<file path="src/rtl/biu_arb.sv">
// biu_arb: multi-master / multi-slave bus interface unit.
//
// Arbitrates NM masters onto NS slaves. The grant is registered in IDLE and
// one transfer is carried per BUSY phase. The slave index is the top four
// address bits, and those bits are cleared on the shared slave address. A
// transfer ends in one of four ways: a slave ack, a decode error, a timeout,
// or an abort (the granted master drops its request).
//
// Ports:
//   clk, rst             clock, synchronous active-high reset
//   m_req/m_we           per-master request / write enable      [NM]
//   m_addr               per-master address                     [NM*AW]
//   m_addr_sel           per-master byte lane select            [NM*4]
//   m_wdata / m_rdata    per-master write / read data           [NM*DW]
//   m_ack / m_err        per-master one-cycle completion / error
//   biu_hold_flag        per-master stall (m_req & ~m_ack)
//   s_req                one-hot slave request                  [NS]
//   s_we, s_addr, s_addr_sel, s_wdata  shared slave-side fields
//   s_rdata / s_ack      per-slave read data / completion       [NS*DW]/[NS]
module biu_arb #(
  parameter int NM       = 2,
  parameter int NS       = 2,
  parameter int AW       = 32,
  parameter int DW       = 32,
  parameter int ARB_MODE = 0,
  parameter int TIMEOUT  = 16
) (
  input  logic             clk,
  input  logic             rst,
  input  logic [NM-1:0]    m_req,
  input  logic [NM-1:0]    m_we,
  input  logic [NM*AW-1:0] m_addr,
  input  logic [NM*4-1:0]  m_addr_sel,
  input  logic [NM*DW-1:0] m_wdata,
  output logic [NM*DW-1:0] m_rdata,
  output logic [NM-1:0]    m_ack,
  output logic [NM-1:0]    m_err,
  output logic [NM-1:0]    biu_hold_flag,
  output logic [NS-1:0]    s_req,
  output logic             s_we,
  output logic [AW-1:0]    s_addr,
  output logic [3:0]       s_addr_sel,
  output logic [DW-1:0]    s_wdata,
  input  logic [NS*DW-1:0] s_rdata,
  input  logic [NS-1:0]    s_ack
);

  localparam int GW = (NM > 1) ? $clog2(NM) : 1;
  localparam int CW = $clog2(TIMEOUT) + 1;

  typedef enum logic {IDLE = 1'b0, BUSY = 1'b1} state_t;

  state_t        state_r, state_nxt;
  logic [GW-1:0] gnt_r, gnt_nxt;
  logic [GW-1:0] rr_ptr_r, rr_ptr_nxt;
  logic [CW-1:0] cnt_r, cnt_nxt;

  // Fields of the currently granted master.
  logic          g_req, g_we;
  logic [AW-1:0] g_addr;
  logic [3:0]    g_sel;
  logic [DW-1:0] g_wdata;
  logic [3:0]    dec;
  logic          dec_ok;
  logic          sel_ack;
  logic [DW-1:0] sel_rdata;
  logic          ack_hit, to_hit;

  // Arbitration. In fixed mode the lowest set index wins. In round-robin
  // mode the search starts at ptr+1 and wraps modulo NM.
  function automatic logic [GW-1:0] pick_fn(input logic [NM-1:0] req,
                                            input logic [GW-1:0] ptr);
    logic [GW-1:0] r;
    logic          found;
    int            idx;
    r     = '0;
    found = 1'b0;
    if (ARB_MODE == 1) begin
      for (int k = 1; k <= NM; k++) begin
        idx = (int'(ptr) + k) % NM;
        for (int i = 0; i < NM; i++) begin
          if (!found && (i == idx) && req[i]) begin
            r     = GW'(i);
            found = 1'b1;
          end else begin
            r = r;
          end
        end
      end
    end else begin
      for (int i = NM - 1; i >= 0; i--) begin
        if (req[i]) begin
          r = GW'(i);
        end else begin
          r = r;
        end
      end
    end
    return r;
  endfunction

  // Mux the granted master's request fields.
  always_comb begin
    g_req   = 1'b0;
    g_we    = 1'b0;
    g_addr  = '0;
    g_sel   = 4'd0;
    g_wdata = '0;
    for (int i = 0; i < NM; i++) begin
      if (GW'(i) == gnt_r) begin
        g_req   = m_req[i];
        g_we    = m_we[i];
        g_addr  = m_addr[i*AW +: AW];
        g_sel   = m_addr_sel[i*4 +: 4];
        g_wdata = m_wdata[i*DW +: DW];
      end else begin
        g_req = g_req;
      end
    end
  end

  assign dec    = g_addr[AW-1 -: 4];
  assign dec_ok = ({28'd0, dec} < 32'(NS));

  // Select ack / read data of the decoded slave only; other acks are ignored.
  always_comb begin
    sel_ack   = 1'b0;
    sel_rdata = '0;
    for (int i = 0; i < NS; i++) begin
      if (4'(i) == dec) begin
        sel_ack   = s_ack[i];
        sel_rdata = s_rdata[i*DW +: DW];
      end else begin
        sel_ack = sel_ack;
      end
    end
  end

  assign ack_hit = (state_r == BUSY) && g_req && dec_ok && sel_ack;
  // An ack in the expiry cycle wins over the timeout.
  assign to_hit  = (state_r == BUSY) && g_req && dec_ok && !sel_ack &&
                   (cnt_r == CW'(TIMEOUT - 1));

  // State register with grant, round-robin pointer and timeout counter.
  always_ff @(posedge clk) begin
    if (rst) begin
      state_r  <= IDLE;
      gnt_r    <= '0;
      rr_ptr_r <= GW'(NM - 1);
      cnt_r    <= '0;
    end else begin
      state_r  <= state_nxt;
      gnt_r    <= gnt_nxt;
      rr_ptr_r <= rr_ptr_nxt;
      cnt_r    <= cnt_nxt;
    end
  end

  // Next-state logic. The counter is cleared on every exit from BUSY.
  always_comb begin
    state_nxt  = state_r;
    gnt_nxt    = gnt_r;
    rr_ptr_nxt = rr_ptr_r;
    cnt_nxt    = '0;
    case (state_r)
      IDLE: begin
        if (|m_req) begin
          state_nxt = BUSY;
          gnt_nxt   = pick_fn(m_req, rr_ptr_r);
        end else begin
          state_nxt = IDLE;
        end
      end
      BUSY: begin
        if (!g_req) begin
          // Abort: the pointer is left alone.
          state_nxt = IDLE;
        end else if (!dec_ok || ack_hit || to_hit) begin
          state_nxt  = IDLE;
          rr_ptr_nxt = gnt_r;
        end else begin
          state_nxt = BUSY;
          cnt_nxt   = cnt_r + CW'(1);
        end
      end
      default: begin
        state_nxt = IDLE;
      end
    endcase
  end

  // Output logic. Everything is zero outside an active BUSY transfer.
  always_comb begin
    s_req      = '0;
    s_we       = 1'b0;
    s_addr     = '0;
    s_addr_sel = 4'd0;
    s_wdata    = '0;
    m_ack      = '0;
    m_err      = '0;
    m_rdata    = '0;
    if ((state_r == BUSY) && g_req) begin
      if (dec_ok) begin
        for (int i = 0; i < NS; i++) begin
          s_req[i] = (4'(i) == dec);
        end
        s_we       = g_we;
        s_addr     = {4'd0, g_addr[AW-5:0]};
        s_addr_sel = g_sel;
        s_wdata    = g_wdata;
      end else begin
        s_req = '0;
      end
      for (int i = 0; i < NM; i++) begin
        if (GW'(i) == gnt_r) begin
          m_ack[i]             = ack_hit;
          m_err[i]             = !dec_ok || to_hit;
          m_rdata[i*DW +: DW]  = ack_hit ? sel_rdata : '0;
        end else begin
          m_ack[i] = 1'b0;
        end
      end
    end else begin
      s_req = '0;
    end
  end

  assign biu_hold_flag = m_req & ~m_ack;

endmodule

</file>
<file path="config.mk">
export PLATFORM = sky130hd
export DESIGN_NAME = biu_arb
export DESIGN_NICKNAME = d
export VERILOG_FILES = /design/src/rtl/biu_arb.sv
export SDC_FILE = /design/constraint.sdc
export NUM_CORES = 1
export LEC_CHECK = 0
export BUFFER_PORTS_ARGS = -buffer_cell sky130_fd_sc_hd__buf_2
export CELL_PAD_IN_SITES_DETAIL_PLACEMENT = 1
export CELL_PAD_IN_SITES_GLOBAL_PLACEMENT = 1
export CORE_AREA = 4 4 132 134
export CTS_BUF_LIST = sky130_fd_sc_hd__clkbuf_4
export CTS_CLUSTER_DIAMETER = 60
export DETAILED_ROUTE_END_ITERATION = 10
export DIE_AREA = 0 0 136 138
export PLACE_DENSITY = 0.8
export SLEW_MARGIN = 20
export SYNTH_ARGS = -nofsm -noshare
export SYNTH_HDL_FRONTEND = slang
export SYNTH_SLANG_ARGS = --single-unit
</file>
<file path="constraint.sdc">
create_clock -name clk -period 1.7 [get_ports clk]
set_input_delay 0.085 -clock clk [delete_from_list [all_inputs] [get_ports clk]]
set_output_delay 0.085 -clock clk [all_outputs]
set_load 0.01 [all_outputs]
</file>
==> impl_results.md, run 1 <==
- Vias per Instance: 4.82
- Cell family with most CP delay: buffers and inverters
- WL per Instance: 21.0 um
- Syn_area_per_cell: 7.05 um2
- DR vias: 4670
- Post-Route WL: 20300 um
- Die width: 136 um
- Mapped Cells: 364
- Antenna-violating nets left: 0
- TritonCTS clock tree: yes
- Min Hold Slack: 0.0545 ns
- # nets final: 955
- Post-DP Area: 0.00520 mm2
- Worst R2R Setup Slack: -0.05 ns
- Clk Latency, worst-skew pair: 0.25 ns
- Slew Viols, Final: 0
- Yosys cell types: 30
- Failing checks: setup timing
- Most common cell after layout, fill and taps aside: buf_2
- Worst slack, placed: -0.128 ns
- Tmin final: 2.03 ns
- Total power: 0.00152 W
- Post-route design area: 0.00617 mm2
- Fin crit share: 1.20
- Gr ovfl total: 0
- Final hold vios: 0
- Crit. End Element: output port
- Die H: 138 um
- Worst hold endpoint: gnt_r
- FP Rows: 47
- Setup violators final: 142
- Crit Path Class: flip-flop to output port
- Worst Path Arrival: 1.95 ns
- Warnings, synthesis: 0
- FF+latch count, synth: 7
- H-tree Lvls: 1
- Drt drc: 0
- Reg2Reg Capture Point: cnt_r[3]
- Max-cap viol count: 0
- Worst r2r path cells: 7
- Clk_skew: 0.00227 ns
- Status: finished with violations
- Global-route wire length before repair: 29400 um
- CTS Sinks: 7
- CTS Buf Count: 3
- Pin count of the biggest net entering global routing: 28
- CP max stage delay: 0.40 ns
- Required @ worst endpoint: 1.62 ns
- Syn-to-layout area delta: 140%
- CTS root buf: clkbuf_4
- Final WS setup: -0.332 ns
- Sequential cell area: 145 um2
- Initial Util: 0.158
- RSZ-0062 raised after global routing: yes
- Core Area: 0.0163 mm2
- RR Startpoint: gnt_r
- Lkg Pwr: 2.78 nW
- All-layer global routing usage: 0.198
- Min-delay src: rst
- Max VDD drop: 0.000114 V
- CP Launch Type: flip-flop
- IO buf count: 344
- CP max FO: 10
- Vias in the first global route: 5011
- Cell Area, Synth: 0.00257 mm2
- Fraction of the yosys area taken by sequential cells: 0.0546
- Multi-input logic area: 0.00267 mm2
- Peak Freq: 492 MHz
- Max Root-Sink Buffers: 2
- Share of layout cells above drive strength 1: 0.716
- PwrDens: 246 mW/mm2
- Initial antenna violation count: 3
- Slowest CP cell: dfxtp_4
- Min-delay worst type: input port to flip-flop
- Clk pin slew, worst setup/hold paths: 0.06 ns
- Most frequent cells in the layout: buf_2 (337), o211ai_1 (65), mux2i_1 (65)
- DR pass1 iterations: 4
- Detailed Place HPWL: 15900 um
- Initial drt markers: 78
- CP Buf/Inv Count: 3
- Fill cells: 1963
- # IOs: 349
- CTS Hold Buffers Added: 0
- Die area: 0.0188 mm2
- Crit path cell chain: mux2i_4 > buf_6 > bufbuf_16 > o211ai_1 > a211oi_1 > buf_2
- Global placer's final weighted congestion: 0.915
- Worst Hold Depth: 2
==> worst max-delay path by stage <==
stage,start,to,slack [ns],cells after the start
6_report,gnt_r,m_rdata[30],-0.33,6
5_1_grt,gnt_r,m_rdata[62],-0.44,6
4_1_cts,gnt_r,m_rdata[14],-0.33,6
3_5_place_dp,gnt_r,m_rdata[27],-0.13,5
3_3_place_gp,gnt_r,m_rdata[14],-0.08,5
2_1_floorplan,state_r,m_rdata[10],-0.08,6
==> synth_stat cells <==
library cell | number | share of area
o31ai_1 | 1 | 0.0029
mux2_2 | 3 | 0.013
a211oi_1 | 66 | 0.19
conb_1 | 1 | 0.0015
ha_1 | 2 | 0.0097
nand4_2 | 1 | 0.0049
nand3_1 | 2 | 0.0039
and3_1 | 1 | 0.0024
nand2_1 | 1 | 0.0015
or2_2 | 1 | 0.0024
o211ai_1 | 65 | 0.19
nor4_2 | 1 | 0.0049
buf_4 | 4 | 0.012
mux2i_1 | 67 | 0.26
or3b_1 | 1 | 0.0034
o21a_1 | 2 | 0.0058
buf_1 | 6 | 0.0088
mux2i_2 | 1 | 0.0054
clkbuf_1 | 30 | 0.044
a21oi_1 | 2 | 0.0039
xnor2_1 | 1 | 0.0034
nor4_1 | 5 | 0.012
buf_2 | 15 | 0.029
xor2_1 | 1 | 0.0034
nor2b_1 | 2 | 0.0049
inv_1 | 3 | 0.0044
nor2_1 | 70 | 0.10
dfxtp_1 | 7 | 0.055
o21ai_0 | 1 | 0.0019
nor4b_4 | 1 | 0.0093
==> cells by family after synthesis <==
logic type / Yosys count / share of synthesized area
adder cells (fa/ha/maj): 2 / 0.00975
flip-flops: 7 / 0.0546
AO/OA/AOI/OAI: 137 / 0.398
multiplexers: 71 / 0.280
other: 1 / 0.00146
AND/OR/NAND/NOR: 86 / 0.152
XOR/XNOR: 2 / 0.00682
buffers and inverters: 58 / 0.0980
==> flip-flops by register name (all words and copies together), names as in the netlist <==
register,cells
cnt_r,5
gnt_r,1
state_r,1
==> timing repair <==
item	in CTS	in global routing
gates resized for setup	40	43
pin swaps	14	15
cloned	11	5
setup endpoints to repair	143	143
buffers inserted	18	2
==> cell type report <==
cell class | instances | share of cell area
Sequential cell | 7 | 0.0235
Multi-Input combinational cell | 302 | 0.432
Clock buffer | 4 | 0.00487
Timing Repair Buffer | 428 | 0.491
Antenna cell | 4 | 0.00162
Tap cell | 220 | 0.0446
Inverter | 3 | 0.00182
==> power by group <==
| group | leakage (nW) | switching, W | total (W) | internal (W) |
|---|---|---|---|---|
| Combinational | 2.70 | 0.000535 | 0.00118 | 0.000641 |
| Sequential | 0.0580 | 0.00000523 | 0.000173 | 0.000168 |
| Clock | 0.0184 | 0.0000662 | 0.000172 | 0.000106 |
| Total | 2.78 | 0.000606 | 0.00152 | 0.000914 |
==> routing by layer <==
metal | global-route usage | share of wire | vias up
met5 | 0 | 0 | -
met4 | 0.0615 | 0.025 | 0
met3 | 0.0323 | 0.075 | 26
met2 | 0.386 | 0.55 | 244
met1 | 0.211 | 0.35 | 2229
li1 | - | - | 2171
==> metrics by stage <==
stage / util / TNS, ns / instances
floorplan: - / -0.448 / 367
finish: 0.379 / -34.16 / 968
global placement: 0.319 / -0.505 / 924
detailed placement: 0.319 / -3.43 / 924
global route: 0.379 / -48.56 / 967
CTS: 0.361 / -34.30 / 957
Power figures use the tool's default switching activity.
==> run 2: changes to the inputs <==
CORE_AREA = 4 4 133 135   (was 4 4 132 134)
DIE_AREA = 0 0 137 139   (was 0 0 136 138)
PLACE_DENSITY = 0.76   (was 0.8)
REMOVE_ABC_BUFFERS = 1   (was not set)
clock period = 2 ns   (was 1.7 ns; I/O delays follow)
==> run 2 against run 1 <==
Against the previous run: the flow still finishes with violations (setup timing); combinational power is 31% lower; setup slack improved by 0.22 ns; final area decreased by 8.9%; cell count down 1.8%; critical path type unchanged; critical endpoint is now m_rdata[18].
==> impl_results.md, run 2 (synthesis gave the netlist of run 1 again) <==
- Rel. slew slack: 0.583
- Initial Util: 0.156 (was 0.158)
- Most frequent cells in the layout: buf_2 (332), o211ai_1 (65), mux2i_1 (65) (was buf_2 (337), o211ai_1 (65), mux2i_1 (65))
- CP Buf/Inv Count: 5 (was 3)
- Core Area: 0.0165 mm2 (was 0.0163 mm2)
- Tmin final: 2.11 ns
- Worst Hold Depth: 4 (was 2)
- CP max FO: 8 (was 10)
- # IOs: 349 (unchanged)
- RR Startpoint: gnt_r (unchanged)
- Global-route wire length before repair: 26700 um (was 29400 um)
- Worst R2R Setup Slack: 0.13 ns (was -0.05 ns)
- Detailed Place HPWL: 14700 um (was 15900 um)
- Gr ovfl total: 0 (unchanged)
- Crit path cell chain: buf_12 > mux2i_4 > buf_12 > buf_12 > buf_12 > o211ai_1 > a211oi_4 > buf_2 (was mux2i_4 > buf_6 > bufbuf_16 > o211ai_1 > a211oi_1 > buf_2)
- TritonCTS clock tree: yes (unchanged)
- Sum Neg Setup Slack: -5.45 ns (was -34.16 ns)
- Vias per Instance: 4.76 (was 4.82)
- Lkg Pwr: 2.54 nW (was 2.78 nW)
- Worst Path Arrival: 2.01 ns (was 1.95 ns)
- Post-Route WL: 19000 um (was 20300 um)
- Most common cell after layout, fill and taps aside: buf_2 (unchanged)
- PwrDens: 195 mW/mm2 (was 246 mW/mm2)
- Max Root-Sink Buffers: 2 (unchanged)
- CTS Buf Count: 3 (unchanged)
- FP Rows: 47 (unchanged)
- Crit. End Element: output port (unchanged)
- Min-delay worst type: input port to flip-flop (unchanged)
- Reg2Reg Capture Point: cnt_r[4] (was cnt_r[3])
- Placed cell count: 929 (was 924)
- Cell family with most CP delay: buffers and inverters (unchanged)
- Max VDD drop: 0.0000864 V (was 0.000114 V)
- Clk Latency, worst-skew pair: 0.25 ns (about the same)
- Die H: 139 um (was 138 um)
- Crit Path Class: flip-flop to output port (unchanged)
- Total power: 0.00110 W (was 0.00152 W)
- Die area: 0.0190 mm2 (was 0.0188 mm2)
- Slowest CP cell: dfxtp_4 (unchanged)
- Die width: 137 um (was 136 um)
- CTS Sinks: 7 (unchanged)
- Worst hold endpoint: state_r (was gnt_r)
- Antenna-violating nets left: 0 (unchanged)
- Slew at the pin closest to its max-slew limit: 0.625 ns
- Global placer's final weighted congestion: 0.847 (was 0.915)
- Peak Freq: 474 MHz
- Initial antenna violation count: 4 (was 3)
- Clk pin slew, worst setup/hold paths: 0.06 ns (about the same)
- CP Launch Type: flip-flop (unchanged)
- Pin count of the biggest net entering global routing: 52 (was 28)
- Max FFs per register: 5 (unchanged)
- Final WS setup: -0.111 ns (was -0.332 ns)
- CTS root buf: clkbuf_4 (unchanged)
- Final core utilization: 0.341 (was 0.379)
- Required @ worst endpoint: 1.90 ns (was 1.62 ns)
- Initial drt markers: 126 (was 78)
- RSZ-0062 raised after global routing: yes (unchanged)
- Share of layout cells above drive strength 1: 0.686 (was 0.716)
- Drt drc: 0 (unchanged)
- Min-delay src: rst (unchanged)
- Syn-to-layout area delta: 119% (was 140%)
- Setup violators final: 120 (was 142)
- Worst r2r path cells: 6 (was 7)
- DR pass1 iterations: 4 (unchanged)
- Max-cap viol count: 0 (unchanged)
- Final hold vios: 0 (unchanged)
- H-tree Lvls: 1 (unchanged)
- CP Depth: 8 (was 6)
- Clk_skew: 0.00208 ns (was 0.00227 ns)
- CP max stage delay: 0.39 ns (was 0.40 ns)
- Fin crit share: 1.06
- Biggest register: cnt_r (unchanged)
- IO buf count: 344 (unchanged)
- All-layer global routing usage: 0.178 (was 0.198)
- DR vias: 4530 (was 4670)
- # nets final: 940 (was 955)
- Vias in the first global route: 4513 (was 5011)
- Slew Viols, Final: 0 (unchanged)
- Biggest regs: cnt_r (5), gnt_r (1), state_r (1) (unchanged)
- WL per Instance: 20.0 um (was 21.0 um)
- Fin cells: 951 (was 968)
- Failing checks: setup timing (unchanged)
- Top cell by count, worst path: buf_12
- Status: finished with violations (unchanged)
run 2: cell types whose count changed in the layout (fill, tap and decap cells not counted), sizes merged:
cell    before  now
buf        421  411
bufbuf       3    1
clkbuf       8    4
clkinv       0    1
diode        4    2
run 2: worst max path at each step:
stage | to | slack, ns | from
after global routing | m_rdata[44] | -0.19 | gnt_r
after floorplan | state_r | -5.73 | gnt_r
after CTS | m_rdata[22] | -0.11 | gnt_r
after global placement | m_rdata[0] | 0.12 | gnt_r
final | m_rdata[18] | -0.11 | gnt_r
after detailed placement | m_rdata[2] | 0.09 | gnt_r
run 2: through the flow:
stage / hold slack (ns) / area [um2] / setup WS [ns]
final: 0.169 / 5620 / -0.111
after global routing: 0.175 / 5620 / -0.188
after CTS: 0.164 / 5300 / -0.111
after detailed placement: 0.446 / 4890 / 0.0881
after global placement: 0.431 / 4890 / 0.123
after floorplan: 0.178 / 2340 / -5.73
run 2: layout make-up:
type / count / area, um2
Fill cell: 2096 / 10800
Antenna cell: 2 / 5.00
Clock buffer: 3 / 22.5
Inverter: 3 / 11.3
Clock inverter: 1 / 5.00
Tap cell: 220 / 275
Sequential cell: 7 / 144
Multi-Input combinational cell: 302 / 2580
Timing Repair Buffer: 413 / 2570
run 2: what timing repair did:
item / in CTS / in global routing
setup endpoints to repair: 89 / 137
gates cloned: 4 / 2
pin swaps: 9 / 12
buffers inserted: 5 / 5
gates resized for setup: 55 / 70
hold buffers: 0 / 0
run 2: worst reg2reg max path, stage by stage (launching register included):
cell and delay, ns:
dfxtp_4 0.39, buf_12 0.12, mux2i_4 0.24, buf_12 0.14
buf_4 0.16, mux2_2 0.40, nor4_1 0.31
run 2: power by group:
| part | switching (W) | internal (W) | total [W] |
|---|---|---|---|
| combinational | 0.000413 | 0.000403 | 0.000816 |
| clock | 0.0000616 | 0.0000736 | 0.000135 |
| sequential | 0.00000382 | 0.000142 | 0.000146 |
| total | 0.000479 | 0.000618 | 0.00110 |
run 2: per-layer routing:
metal / track usage / vias to the layer above / part of all wire
li1: - / 2144 / -
met2: 0.337 / 235 / 0.52
met3: 0.0428 / 30 / 0.086
met4: 0.0315 / 6 / 0.020
met1: 0.200 / 2115 / 0.37
met5: 0 / - / 0.0022
==> run 3: changes to the inputs <==
CORE_AREA = 2 2 134 136   (was 4 4 133 135)
DIE_AREA = 0 0 136 138   (was 0 0 137 139)
PLACE_DENSITY = 0.74   (was 0.76)
SETUP_SLACK_MARGIN = 0.1   (was not set)
==> run 3 against run 2 <==
Against the previous run: the flow still finishes with violations (setup timing); clock skew about the same; non-clock buffer count increased by 28; sequential cell count unchanged; power increased by 21%; first-iteration DRC count decreased by 23%; critical endpoint is now m_rdata[47]; highest routed layer unchanged.
==> impl_results.md, run 3 (synthesis gave the netlist of run 1 again) <==
- Max VDD drop: 0.0000941 V (was 0.0000864 V)
- Fill cells: 2100 (was 2096)
- Syn-to-layout area delta: 176% (was 119%)
- Antenna-violating nets left: 0 (unchanged)
- Most common cell after layout, fill and taps aside: buf_2 (unchanged)
- Die H: 138 um (was 139 um)
- CP max FO: 9 (was 8)
- CTS Buf Count: 3 (unchanged)
- Final WS setup: -0.194 ns (was -0.111 ns)
- Tmin final: 2.19 ns (was 2.11 ns)
- Slew at the pin closest to its max-slew limit: 0.668 ns (was 0.625 ns)
- DR pass1 iterations: 4 (unchanged)
- Initial Util: 0.146 (was 0.156)
- Vias in the first global route: 4893 (was 4513)
- Crit. End Element: output port (unchanged)
- Status: finished with violations (unchanged)
- H-tree Lvls: 1 (unchanged)
- CTS root buf: clkbuf_4 (unchanged)
- Clk_skew: 0.00220 ns (was 0.00208 ns)
- Fin crit share: 1.10 (was 1.06)
- Vias per Instance: 4.82 (was 4.76)
- Failing checks: setup timing (unchanged)
- Placed cell count: 923 (was 929)
- IO buf count: 344 (unchanged)
- Rel. slew slack: 0.555 (was 0.583)
- Slew Viols, Final: 0 (unchanged)
- CP Launch Type: flip-flop (unchanged)
- Share of layout cells above drive strength 1: 0.773 (was 0.686)
- Min-delay worst type: input port to flip-flop (unchanged)
- Die width: 136 um (was 137 um)
- Initial drt markers: 97 (was 126)
- WL per Instance: 22.5 um (was 20.0 um)
- Required @ worst endpoint: 1.90 ns (about the same)
- Multi-input logic area: 0.00311 mm2 (was 0.00258 mm2)
- CTS Sinks: 7 (unchanged)
- Detailed Place HPWL: 14000 um (was 14700 um)
- Core Area: 0.0175 mm2 (was 0.0165 mm2)
- CTS Hold Buffers Added: 0 (unchanged)
- Crit Path Class: flip-flop to output port (unchanged)
- Most frequent cells in the layout: buf_2 (286), buf_6 (71), o211ai_1 (65) (was buf_2 (332), o211ai_1 (65), mux2i_1 (65))
- Fin cells: 988 (was 951)
- Max FFs per register: 5 (unchanged)
- Clk Latency, worst-skew pair: 0.25 ns (about the same)
- Drt drc: 0 (unchanged)
- All-layer global routing usage: 0.200 (was 0.178)
- Final hold vios: 0 (unchanged)
- # nets final: 968 (was 940)
- Biggest regs: cnt_r (5), gnt_r (1), state_r (1) (unchanged)
- Sequential cell area: 145 um2 (was 144 um2)
- Biggest register: cnt_r (unchanged)
- Gr ovfl total: 0 (unchanged)
- Worst Path Arrival: 2.09 ns (was 2.01 ns)
- Global-route wire length before repair: 28900 um (was 26700 um)
- Die area: 0.0188 mm2 (was 0.0190 mm2)
- RSZ-0062 raised after global routing: yes (unchanged)
- Post-Route WL: 22200 um (was 19000 um)
- PwrDens: 188 mW/mm2 (was 195 mW/mm2)
- Initial antenna violation count: 5 (was 4)
- Lkg Pwr: 2.96 nW (was 2.54 nW)
- Max Root-Sink Buffers: 2 (unchanged)
- Global placer's final weighted congestion: 0.904 (was 0.847)
- Clk pin slew, worst setup/hold paths: 0.06 ns (about the same)
- Max-cap viol count: 0 (unchanged)
- Final core utilization: 0.404 (was 0.341)
- Setup violators final: 121 (was 120)
- Peak Freq: 456 MHz (was 474 MHz)
- Pin count of the biggest net entering global routing: 41 (was 52)
- DR vias: 4767 (was 4530)
- # IOs: 349 (unchanged)
- FP Rows: 49 (was 47)
- TritonCTS clock tree: yes (unchanged)
-- run 3: changes by cell type in the layout (fill, tap and decap cells not counted), moves of 6 or more --
cell       before  now
buf_4          47   38
buf_16          1   10
a211oi_2       30   46
clkbuf_16       1    7
nor2_1         35    7
buf_6          15   71
nor2_2         25    4
nor2_4         10   59
buf_2         332  286
buf_12         13   21
a211oi_1       32   13
-- run 3: worst paths after layout --
kind | startpoint | endpoint | slack, ns | cells after the start
worst max register to register | gnt_r | cnt_r[3] | 0.07 | 8
worst max-delay path | gnt_r | m_rdata[47] | -0.19 | 8
worst min-delay path | rst | gnt_r | 0.04 | 2
worst min register to register | cnt_r[0] | cnt_r[0] | 0.46 | 1
-- run 3: layer usage --
layer | global-route usage | routed length [um] | up-vias
met5 | 0 | 34 | -
met4 | 0.0461 | 487 | 6
met3 | 0.0374 | 1460 | 34
met2 | 0.404 | 12700 | 251
met1 | 0.207 | 7480 | 2282
li1 | - | - | 2194
-- run 3: critical path, stage by stage, from the launching register on --
cell and delay [ns]:
dfxtp_4 0.37, buf_12 0.13, mux2i_4 0.18, buf_12 0.14
mux2i_4 0.21, buf_12 0.17, clkbuf_16 0.17, a211oi_1 0.26
buf_2 0.19
-- run 3: timing repair --
action	CTS	global route
gates resized for setup	162	181
buffers inserted	23	17
cloned	15	8
endpoints found under the setup margin	136	143
pin swaps	48	63
-- run 3: area by class of cell --
cell class	instances	share of cell area
inverter	3	0.00159
sequential	7	0.0205
antenna	2	0.000706
clock inverter	1	0.000706
tap	229	0.0404
timing repair buffer	441	0.495
clock buffer	3	0.00318
multi-input combinational	302	0.438
-- run 3: report_power, final --
group	leakage, nW	internal, W	switching [W]	total, W
Combinational	2.88	0.000514	0.000536	0.00105
Clock	0.0177	0.0000735	0.0000599	0.000133
Sequential	0.0580	0.000142	0.00000467	0.000147
-- run 3: stage by stage --
step           total power [W]  hold WS [ns]  setup slack (ns)  setup TNS [ns]  instance area (um2)
2_1_floorplan         0.000442         0.178             -5.73         -750.89                 2340
3_3_place_gp          0.000845         0.324            0.0588               0                 4740
3_5_place_dp          0.000852         0.325          -0.00569        -0.00569                 4740
4_1_cts                0.00115        0.0487            -0.139           -9.63                 6000
5_1_grt                0.00141        0.0491            -0.331          -22.56                 7090
6_report               0.00133        0.0448            -0.194          -12.31                 7090
